--- src/rtl/cube_session_ctrl.sv ---
// rtl/cube_session_ctrl.sv - cube session sequencer: start, scramble, manual move, undo and redo with solved detection
// Optional redo support is compiled in when CUBE_REDO_EN is defined.
module cube_session_ctrl #(
    parameter int STATE_W      = 162,
    parameter int HIST_DEPTH   = 64,
    parameter int SCRAMBLE_LEN = 20,
    parameter int CNT_W        = 10,
    parameter int CNT_MAX      = 999
) (
    input  logic                          clk,
    input  logic                          rst,
    input  logic                          scramble_req,
    input  logic                          move_req,
    input  logic                          undo_req,
    input  logic                          redo_req,
    input  logic [2:0]                    face_sel,
    input  logic [1:0]                    rot_sel,
    input  logic [2:0]                    rand_face,
    input  logic [1:0]                    rand_rot,
    output logic [2:0]                    eng_face,
    output logic [2:0]                    eng_rot,
    input  logic [STATE_W-1:0]            eng_state_in,
    output logic [STATE_W-1:0]            cube_state,
    output logic [CNT_W-1:0]              move_count,
    output logic [$clog2(HIST_DEPTH):0]   hist_level,
    output logic                          busy,
    output logic                          solved,
    output logic [2:0]                    fsm_state
);
    localparam int PTR_W = $clog2(HIST_DEPTH);
    localparam int LVL_W = PTR_W + 1;
    localparam int SCR_W = (SCRAMBLE_LEN > 1) ? $clog2(SCRAMBLE_LEN) : 1;

    typedef enum logic [2:0] {
        S_START    = 3'd0,
        S_IDLE     = 3'd1,
        S_SCRAMBLE = 3'd2,
        S_APPLY    = 3'd3,
        S_UNDO     = 3'd4,
        S_REDO     = 3'd5,
        S_DONE     = 3'd6
    } state_t;

    state_t             state_q, state_d;
    logic [STATE_W-1:0] solved_pat;
    logic [PTR_W-1:0]   wr_ptr;
    logic               scrambled;
    logic [SCR_W-1:0]   scr_cnt;
    logic [4:0]         hist_mem [HIST_DEPTH];
    logic [4:0]         undo_entry;
    logic               move_ok;
    logic               at_solved;

`ifdef CUBE_REDO_EN
    logic [LVL_W-1:0]   redo_level;
    logic [4:0]         redo_entry;
    assign redo_entry = hist_mem[wr_ptr];
`else
    logic               unused_redo_req;
    assign unused_redo_req = redo_req;
`endif

    // Sticker s occupies bits [3s+2:3s]; face f owns stickers 9f..9f+8.
    always_comb begin
        solved_pat = '0;
        for (int i = 0; i < 54; i++) begin
            solved_pat[3*i +: 3] = 3'(i / 9);
        end
    end

    assign undo_entry = hist_mem[wr_ptr - PTR_W'(1)];
    assign move_ok    = (rot_sel != 2'd0) && (face_sel <= 3'd5);
    assign at_solved  = (cube_state == solved_pat) && ((move_count != '0) || scrambled);
    assign fsm_state  = state_q;

    always_ff @(posedge clk or negedge rst) begin
        if (!rst) begin
            state_q <= S_START;
        end else begin
            state_q <= state_d;
        end
    end

    always_comb begin
        state_d = state_q;
        case (state_q)
            S_START: state_d = S_IDLE;
            S_IDLE: begin
                if (scramble_req) begin
                    state_d = S_SCRAMBLE;
                end else if (move_req) begin
                    state_d = S_APPLY;
                end else if (undo_req) begin
                    if (hist_level != '0) state_d = S_UNDO;
`ifdef CUBE_REDO_EN
                end else if (redo_req) begin
                    if (redo_level != '0) state_d = S_REDO;
`endif
                end else if (at_solved) begin
                    state_d = S_DONE;
                end
            end
            S_SCRAMBLE: if (scr_cnt == SCR_W'(SCRAMBLE_LEN - 1)) state_d = S_IDLE;
            S_APPLY:    state_d = S_IDLE;
            S_UNDO:     state_d = S_IDLE;
            S_REDO:     state_d = S_IDLE;
            S_DONE:     if (scramble_req) state_d = S_SCRAMBLE;
            default:    state_d = S_START;
        endcase
    end

    always_comb begin
        eng_face = 3'd0;
        eng_rot  = 3'd0;
        busy     = 1'b1;
        solved   = 1'b0;
        case (state_q)
            S_IDLE: busy = 1'b0;
            S_DONE: begin
                busy   = 1'b0;
                solved = 1'b1;
            end
            S_SCRAMBLE: begin
                eng_face = rand_face;
                case (rand_rot)
                    2'd1:    eng_rot = 3'd3;
                    2'd2:    eng_rot = 3'd2;
                    default: eng_rot = 3'd1;
                endcase
            end
            S_APPLY: begin
                eng_face = face_sel;
                eng_rot  = {1'b0, rot_sel};
            end
            S_UNDO: begin
                eng_face = undo_entry[4:2];
                eng_rot  = {1'b0, 2'd0 - undo_entry[1:0]};
            end
`ifdef CUBE_REDO_EN
            S_REDO: begin
                eng_face = redo_entry[4:2];
                eng_rot  = {1'b0, redo_entry[1:0]};
            end
`endif
            default: ;
        endcase
    end

    // History holds move codes only; undo replays the inverse rotation.
    always_ff @(posedge clk) begin
        if (state_q == S_APPLY && move_ok) begin
            hist_mem[wr_ptr] <= {face_sel, rot_sel};
        end
    end

    always_ff @(posedge clk or negedge rst) begin
        if (!rst) begin
            cube_state <= '0;
            move_count <= '0;
            hist_level <= '0;
            wr_ptr     <= '0;
            scrambled  <= 1'b0;
            scr_cnt    <= '0;
`ifdef CUBE_REDO_EN
            redo_level <= '0;
`endif
        end else begin
            case (state_q)
                S_START: begin
                    cube_state <= solved_pat;
                    move_count <= '0;
                    hist_level <= '0;
                    wr_ptr     <= '0;
                    scrambled  <= 1'b0;
                    scr_cnt    <= '0;
`ifdef CUBE_REDO_EN
                    redo_level <= '0;
`endif
                end
                S_IDLE, S_DONE: begin
                    if (state_d == S_SCRAMBLE) begin
                        move_count <= '0;
                        hist_level <= '0;
                        wr_ptr     <= '0;
                        scrambled  <= 1'b1;
                        scr_cnt    <= '0;
`ifdef CUBE_REDO_EN
                        redo_level <= '0;
`endif
                    end
                end
                S_SCRAMBLE: begin
                    cube_state <= eng_state_in;
                    scr_cnt    <= scr_cnt + SCR_W'(1);
                end
                S_APPLY: begin
                    if (move_ok) begin
                        cube_state <= eng_state_in;
                        wr_ptr     <= wr_ptr + PTR_W'(1);
                        if (hist_level != LVL_W'(HIST_DEPTH)) hist_level <= hist_level + LVL_W'(1);
                        if (move_count != CNT_W'(CNT_MAX)) move_count <= move_count + CNT_W'(1);
`ifdef CUBE_REDO_EN
                        redo_level <= '0;
`endif
                    end
                end
                S_UNDO: begin
                    cube_state <= eng_state_in;
                    wr_ptr     <= wr_ptr - PTR_W'(1);
                    hist_level <= hist_level - LVL_W'(1);
                    if (move_count != '0) move_count <= move_count - CNT_W'(1);
`ifdef CUBE_REDO_EN
                    redo_level <= redo_level + LVL_W'(1);
`endif
                end
`ifdef CUBE_REDO_EN
                S_REDO: begin
                    cube_state <= eng_state_in;
                    wr_ptr     <= wr_ptr + PTR_W'(1);
                    redo_level <= redo_level - LVL_W'(1);
                    if (hist_level != LVL_W'(HIST_DEPTH)) hist_level <= hist_level + LVL_W'(1);
                    if (move_count != CNT_W'(CNT_MAX)) move_count <= move_count + CNT_W'(1);
                end
`endif
                default: ;
            endcase
        end
    end
endmodule

--- config.mk ---
export PLATFORM = sky130hd
export DESIGN_NAME = cube_session_ctrl
export DESIGN_NICKNAME = d
export VERILOG_FILES = /design/src/rtl/cube_session_ctrl.sv
export SDC_FILE = /design/constraint.sdc
export NUM_CORES = 1
export LEC_CHECK = 0
export BUFFER_PORTS_ARGS = -buffer_cell sky130_fd_sc_hd__buf_2
export CAP_MARGIN = 40
export CORE_ASPECT_RATIO = 0.5
export CORE_MARGIN = 2
export CORE_UTILIZATION = 52
export CTS_BUF_LIST = sky130_fd_sc_hd__clkbuf_8
export DETAILED_ROUTE_END_ITERATION = 12
export HOLD_SLACK_MARGIN = 0.05
export PLACE_DENSITY = 0.8
export SLEW_MARGIN = 15
export SYNTH_ARGS = -nofsm -noshare
export SYNTH_HDL_FRONTEND = slang
export SYNTH_SLANG_ARGS = --single-unit
export TNS_END_PERCENT = 1
--- constraint.sdc ---
create_clock -name clk -period 4.11 [get_ports clk]
set_clock_uncertainty 0.15 [all_clocks]
set_input_delay 0.411 -clock clk [delete_from_list [all_inputs] [get_ports clk]]
set_output_delay 0.411 -clock clk [all_outputs]
set_load 0.05 [all_outputs]
==> results of run 1 <==
cell families after synthesis:
kind of cell | count (synthesis) | synth area share, %
xor gates and xnor gates | 17 | 0.7992
AOI/OAI and AO/OA | 261 | 9.877
buffers and inverters | 94 | 1.855
adders and majority gates | 19 | 1.205
other | 1 | 0.01788
muxes | 118 | 11.72
and+or+nand+nor | 222 | 5.582
DFF | 514 | 68.94
power groups by stage:
stage | clock network, mW | logic, mW | registers, mW
5_1_grt | 4.10 | 10.0 | 7.01
2_1_floorplan | 0 | 4.01 | 9.07
3_5_place_dp | 0 | 8.68 | 6.96
3_3_place_gp | 0 | 8.52 | 6.93
6_report | 3.85 | 9.69 | 6.96
4_1_cts | 3.84 | 9.32 | 6.86
sequential cells by signal (all words and copies together) (netlist names):
name,cells
hist_level,7
scr_cnt,5
hist_mem,320
scrambled,1
wr_ptr,6
move_count,10
fsm_state,3
cube_state,162
worst min-delay path by stage:
stage	slack, ns	to	from	cells past startpoint
CTS	0.06	cube_state[86]	rst	2
finish	0.09	cube_state[92]	rst	2
floorplan	-0.03	cube_state[0]	rst	0
detailed placement	0.19	cube_state[91]	rst	1
global route	0.09	cube_state[92]	rst	2
global placement	0.32	scr_cnt[4]	scr_cnt[4]	1
cells in the mapped netlist, types with 11 or more instances:
cell / instances
a22o_1: 109
inv_1: 13
buf_2: 11
nand2_1: 31
clkbuf_1: 61
mux2i_1: 12
ha_1: 17
edfxtp_1: 320
mux4_2: 95
o22a_1: 63
nor4_1: 14
a21oi_1: 24
nor4b_1: 13
dfrtp_1: 194
o21ai_0: 17
nor2_1: 91
nand3_1: 12
area by class of cell:
cell class,instances,area (sq um)
Fill cell,2335,12320
Timing Repair Buffer,584,4143
Sequential cell,514,14470
Tap cell,530,663.1
Antenna cell,11,27.53
Inverter,15,60.06
Clock inverter,47,224.0
Multi-Input combinational cell,638,6274
Clock buffer,82,1129
layer usage:
metal	vias up	share of wire [%]	GRT usage [%]
met5	-	0	0
met4	0	5.6	15.85
met3	259	9.6	8.438
met2	1001	49	49.19
met1	7485	36	35.56
li1	6203	-	-
timing repair:
action                                 in CTS  in global routing
setup buffers                              12                  1
setup endpoints to repair                   5                  5
endpoints found under the hold margin     311                  0
resized for setup                          26                  9
cloned                                      2                  1
hold buffers                              166                  0
pin swaps                                   4                  7
placed cells by master (no fill, tap or decap), drive strengths merged, types with 4 or more instances in the layout:
cell type / synthesis / final
a22oi: 4 / 4
dlygate4sd3: 0 / 166
diode: 0 / 11
edfxtp: 320 / 320
o22a: 63 / 63
nand2b: 5 / 5
mux4: 100 / 100
o22ai: 8 / 8
xor2: 8 / 8
and4b: 6 / 6
nand2: 31 / 31
a22o: 109 / 109
o31ai: 9 / 9
mux2: 6 / 6
clkinv: 1 / 17
nand4: 9 / 9
nor4: 14 / 14
inv: 14 / 43
buf: 18 / 414
nor4b: 13 / 13
nor4bb: 9 / 9
o21ai: 18 / 18
clkbuf: 61 / 84
nor3: 10 / 10
nand3: 12 / 12
nor2: 91 / 91
mux2i: 12 / 12
a21o: 8 / 8
a21oi: 24 / 24
or3: 7 / 7
xnor2: 9 / 9
dfrtp: 194 / 194
ha: 17 / 17
metrics by stage:
step / util, % / setup WS, ns / setup TNS, ns / hold slack (ns)
final: 68.66 / -0.1792 / -0.2501 / 0.09265
after CTS: 68.48 / -0.1661 / -0.2122 / 0.06143
after floorplan: - / 0.01764 / 0 / -0.03459
after global routing: 68.64 / -0.2434 / -0.4676 / 0.09166
after detailed placement: 60.13 / 0.2968 / 0 / 0.1874
after global placement: 59.99 / 0.3543 / 0 / 0.3169
==> flow_metrics.env, run 1 <==
export IMPL_fin_cells=2421
export IMPL_synth_cell_area_sq_um=20980
export IMPL_fin_nets=2022
export IMPL_crit_required_ns=3.55
export IMPL_antenna_found_initial=11
export IMPL_dieArea_sq_um=42060
export IMPL_rrSetupSlack_ns=0.59
export IMPL_slew_headroom_pct=42.80
export IMPL_worst_setup_path_end_kind="output pin"
export IMPL_grtUsageTotal_pct=29.70
export IMPL_gp_congestion=0.9150
export IMPL_critPathTopFamily="multiplexers"
export IMPL_cts_sinks=514
export IMPL_yosysTopAreaCell="edfxtp_1"
export IMPL_crit_arrival_ns=3.73
export IMPL_setup_slack_ns=-0.1792
export IMPL_ys_top_cells_by_area="edfxtp_1 46%, dfrtp_1 23%, mux4_2 10%"
export IMPL_firstDrtPassIters=5
export IMPL_start_util_pct=53.37
export IMPL_intPower_mw=11.66
export IMPL_p_seq_share_pct=34.0
export IMPL_crit_slowest_cell="mux4_2"
export IMPL_min_period_ns=4.289
export IMPL_cts_tree="done"
export IMPL_ant_nets=0
export IMPL_grt_pass1_vias=15459
export IMPL_critPathLaunch="wr_ptr[0]"
export IMPL_reg2reg_from="cube_state[2]"
export IMPL_drt_iter0_drc=1764
export IMPL_vdd_drop_max_v=0.0004036
export IMPL_ys_warn_count=0
export IMPL_cpMostUsedCell="mux4_2"
export IMPL_synth_cell_types=61
export IMPL_avgRoutedWirePerCell_um=26.03
export IMPL_cap_violations=0
export IMPL_combPwrFrac_pct=47.3
export IMPL_routed_wl_mm=63.01
export IMPL_start_kind="register"
export IMPL_path_max_fanout=8
export IMPL_fp_row_count=51
export IMPL_setup_violations=3
export IMPL_core_sq_um=39310
export IMPL_worst_hold_path_type="primary input to async pin"
export IMPL_grt_max_degree=92
export IMPL_cts_path_max_buffers=3
export IMPL_fmax_mhz=233.1
export IMPL_num_vias=14948
export IMPL_dp_hpwl_mm=37.77
export IMPL_status="complete, but fails checks"
export IMPL_r2r_cells=8
export IMPL_p_leak_nw=10.71
export IMPL_grt_pass1_wl_mm=93.56
export IMPL_cpPeakStageDelay_ns=0.50
export IMPL_drive_gt1_share_pct=34.26
export IMPL_clock_latency_ns=0.64
export IMPL_tightest_slew_ns=0.8580
export IMPL_fp_dieW_um=288.1
export IMPL_worstSetupPathType="register to output pin"
export IMPL_area_delta_synth_final_pct=28.64
export IMPL_cts_root_buf="clkbuf_8"
export IMPL_dpl_cell_count=2100
export IMPL_cts_htree_levels=3
export IMPL_drc=0
export IMPL_p_sw_share_pct=43.12
export IMPL_port_buffers=365
export IMPL_p_switching_mw=8.837
export IMPL_post_route_period_util_pct=104.4
export IMPL_grt_setup_unrepaired="true"
export IMPL_placed_area_sq_um=23640
export IMPL_via_per_inst=6.174
export IMPL_total_power_mw=20.50
export IMPL_postLayoutCellArea_sq_um=26990
export IMPL_ios=368
export IMPL_grt_ovfl_total=0
export IMPL_slew_violations=0
export IMPL_synth_edff_count=320
export IMPL_synth_flop_cell="edfxtp_1"
export IMPL_path_buf_inv=4
export IMPL_avgSynthCellArea_sq_um=16.84
export IMPL_die_height_um=146.0
export IMPL_worst_path_stages=11
export IMPL_synth_cells=1246
export IMPL_clk_pin_slew_ns=0.08
export IMPL_critical_path_cell_chain="clkinvlp_4, ha_4, buf_6, clkbuf_16, mux4_2, mux4_2, mux2i_4, xor2_1, mux2i_2, o22ai_4, buf_12"
export IMPL_ys_seq_elements=514
export IMPL_syn_nets=1443
export IMPL_rr_endpoint="fsm_state[2]"
export IMPL_violations="setup timing"
export IMPL_cts_buffers=72
export IMPL_p_clk_share_pct=18.8
export IMPL_synth_top_cell_area_share_pct=45.80
export IMPL_synth_seq_area_share_pct=68.94
export IMPL_hold_viol=0
export IMPL_synthArstFlopShare_pct=37.74
export IMPL_p_per_area_nw_per_um2=759.5
export IMPL_endpoint="eng_rot[1]"
Power figures use the tool's default switching activity.
==> run 2: changes to the inputs <==
SETUP_SLACK_MARGIN = 0.5   (was default)
==> run 2 against run 1 <==
Net effect:
- the run still ends with setup timing left
- clock power grew 3%
- via count shrank 1.0%
- fmax grew 1.9%
- largest cell class unchanged
- largest power group unchanged
==> flow_metrics.env, run 2 (synthesized netlist as in run 1, its figures left out) <==
export IMPL_status="complete, but fails checks"
export IMPL_violations="setup timing"
export IMPL_drt_iter0_drc=1796
export IMPL_fin_nets=2037
export IMPL_cpMostUsedCell="mux4_2"
export IMPL_tightest_slew_ns=0.8903
export IMPL_worstSetupPathType="register to output pin"
export IMPL_grtUsageTotal_pct=29.27
export IMPL_rr_endpoint="hist_mem[3][3]"
export IMPL_setup_violations=3
export IMPL_cts_sinks=514
export IMPL_grt_pass1_vias=15255
export IMPL_dp_hpwl_mm=38.08
export IMPL_regArea_sq_um=14470
export IMPL_port_buffers=365
export IMPL_endpoint="eng_rot[1]"
export IMPL_multi_input_area_sq_um=6312
export IMPL_fp_dieW_um=288.1
export IMPL_critPathLaunch="wr_ptr[0]"
export IMPL_holdWs_ns=0.1972
export IMPL_cts_root_buf="clkbuf_8"
export IMPL_intPower_mw=11.83
export IMPL_crit_slowest_cell="mux4_2"
export IMPL_area_delta_synth_final_pct=29.24
export IMPL_p_leak_nw=10.73
export IMPL_regMostFlops="hist_mem"
export IMPL_worst_hold_path_type="primary input to async pin"
export IMPL_reg2reg_from="fsm_state[2]"
export IMPL_p_clk_share_pct=19.1
export IMPL_ant_nets=0
export IMPL_nFillCells=2346
export IMPL_largest_register_ffs=320
export IMPL_hold_viol=0
export IMPL_cts_tree="done"
export IMPL_avgRoutedWirePerCell_um=25.45
export IMPL_postLayoutCellArea_sq_um=27110
export IMPL_p_switching_mw=8.868
export IMPL_worst_setup_path_end_kind="output pin"
export IMPL_rrSetupSlack_ns=0.70
export IMPL_start_util_pct=53.37
export IMPL_min_period_ns=4.211
export IMPL_setup_slack_ns=-0.1008
export IMPL_drc=0
export IMPL_gp_congestion=0.8819
export IMPL_vdd_drop_max_v=0.0004953
export IMPL_start_kind="register"
export IMPL_clk_pin_slew_ns=0.08
export IMPL_die_height_um=146.0
export IMPL_grt_pass1_wl_mm=92.32
export IMPL_drive_gt1_share_pct=35.02
export IMPL_biggestRegsByFlops="hist_mem x320, cube_state x162, move_count x10"
export IMPL_crit_arrival_ns=3.65
export IMPL_post_route_period_util_pct=102.5
export IMPL_ios=368
export IMPL_placed_area_sq_um=23630
export IMPL_cpPeakStageDelay_ns=0.53
export IMPL_clock_latency_ns=0.65
export IMPL_cts_htree_levels=3
export IMPL_slew_violations=0
export IMPL_firstDrtPassIters=5
export IMPL_most_common_layout_cells="361 x buf_2, 320 x edfxtp_1, 192 x dfrtp_1"
export IMPL_cts_buffers=72
export IMPL_r2r_cells=7
export IMPL_critical_path_cell_chain="inv_4, ha_4, buf_4, buf_12, mux4_2, mux4_2, mux2i_4, xor2_2, mux2i_2, o22ai_4, buf_6"
export IMPL_p_per_area_nw_per_um2=763.4
export IMPL_routed_wl_mm=61.89
export IMPL_p_sw_share_pct=42.85
export IMPL_fp_row_count=51
export IMPL_num_vias=14799
export IMPL_combPwrFrac_pct=47.4
export IMPL_dieArea_sq_um=42060
export IMPL_grt_ovfl_total=0
export IMPL_grt_max_degree=100
export IMPL_cap_violations=0
export IMPL_slew_headroom_pct=40.48
export IMPL_p_seq_share_pct=33.6
export IMPL_via_per_inst=6.085
export IMPL_fin_setup_tns_ns=-0.1244
export IMPL_grt_setup_unrepaired="true"
export IMPL_fmax_mhz=237.5
export IMPL_core_sq_um=39310
export IMPL_crit_required_ns=3.55
export IMPL_layout_cells_most_common="buf_2"
export IMPL_path_max_fanout=18
export IMPL_post_place_ws_ns=0.1435
export IMPL_cts_path_max_buffers=3
export IMPL_antenna_found_initial=9
-- run 2: power by group through the flow --
stage               registers [mW]  logic [mW]  clock network (mW)
finish                        6.95        9.80                3.95
global route                  7.01        10.2                4.21
CTS                           6.86        9.41                3.94
detailed placement            6.97        8.77                   0
global placement              6.93        8.56                   0
floorplan                     9.07        4.13                   0
-- run 2: per-stage QoR --
step                      instances  total power [mW]  util [%]
after global routing           2432             21.43     68.97
after floorplan                1246             13.20         -
after detailed placement       2104             15.74     60.12
after global placement         2102             15.50     60.03
final                          2432             20.70     68.97
after CTS                      2411             20.21     68.52
-- run 2: worst max-delay path: cells and delay by family, from the launching register on --
kind,cells,cell delay (ns)
xor gates and xnor gates,1,0.26
AOI/OAI and AO/OA,1,0.17
DFF,1,0.52
buffers and inverters,4,0.59
muxes,4,1.23
adders and majority gates,1,0.24
-- run 2: what timing repair did --
| item | in CTS | in global routing |
|---|---|---|
| buffers inserted | 12 | 9 |
| pin swaps | 7 | 4 |
| endpoints found under the hold margin | 275 | 0 |
| endpoints found under the setup margin | 6 | 6 |
| resized for setup | 27 | 14 |
| hold buffers | 168 | 0 |
| cloned | 0 | 1 |
-- run 2: cell type report --
| cell class | instances | area share [%] |
|---|---|---|
| sequential | 514 | 53.37 |
| multi-input combinational | 638 | 23.28 |
| timing repair buffer | 599 | 15.48 |
| clock buffer | 79 | 4.010 |
| tap | 530 | 2.446 |
| clock inverter | 48 | 1.098 |
| inverter | 15 | 0.2354 |
| antenna | 9 | 0.08307 |
-- run 2: routing by layer --
| layer | global-route usage (%) | wire length, um | up-vias |
|---|---|---|---|
| li1 | - | - | 6230 |
| met1 | 36.54 | 22560 | 7478 |
| met2 | 46.74 | 30290 | 865 |
| met3 | 8.375 | 5690 | 226 |
| met4 | 15.67 | 3351 | 0 |
| met5 | 0 | 0 | - |
-- run 2: worst min path at each step --
| stage | endpoint | slack (ns) | cells past startpoint |
|---|---|---|---|
| after floorplan | cube_state[0] | -0.03 | 0 |
| after global placement | scr_cnt[4] | 0.32 | 1 |
| after detailed placement | cube_state[92] | 0.16 | 1 |
| after CTS | cube_state[92] | 0.12 | 3 |
| after global routing | cube_state[104] | 0.20 | 3 |
| final | cube_state[104] | 0.20 | 3 |
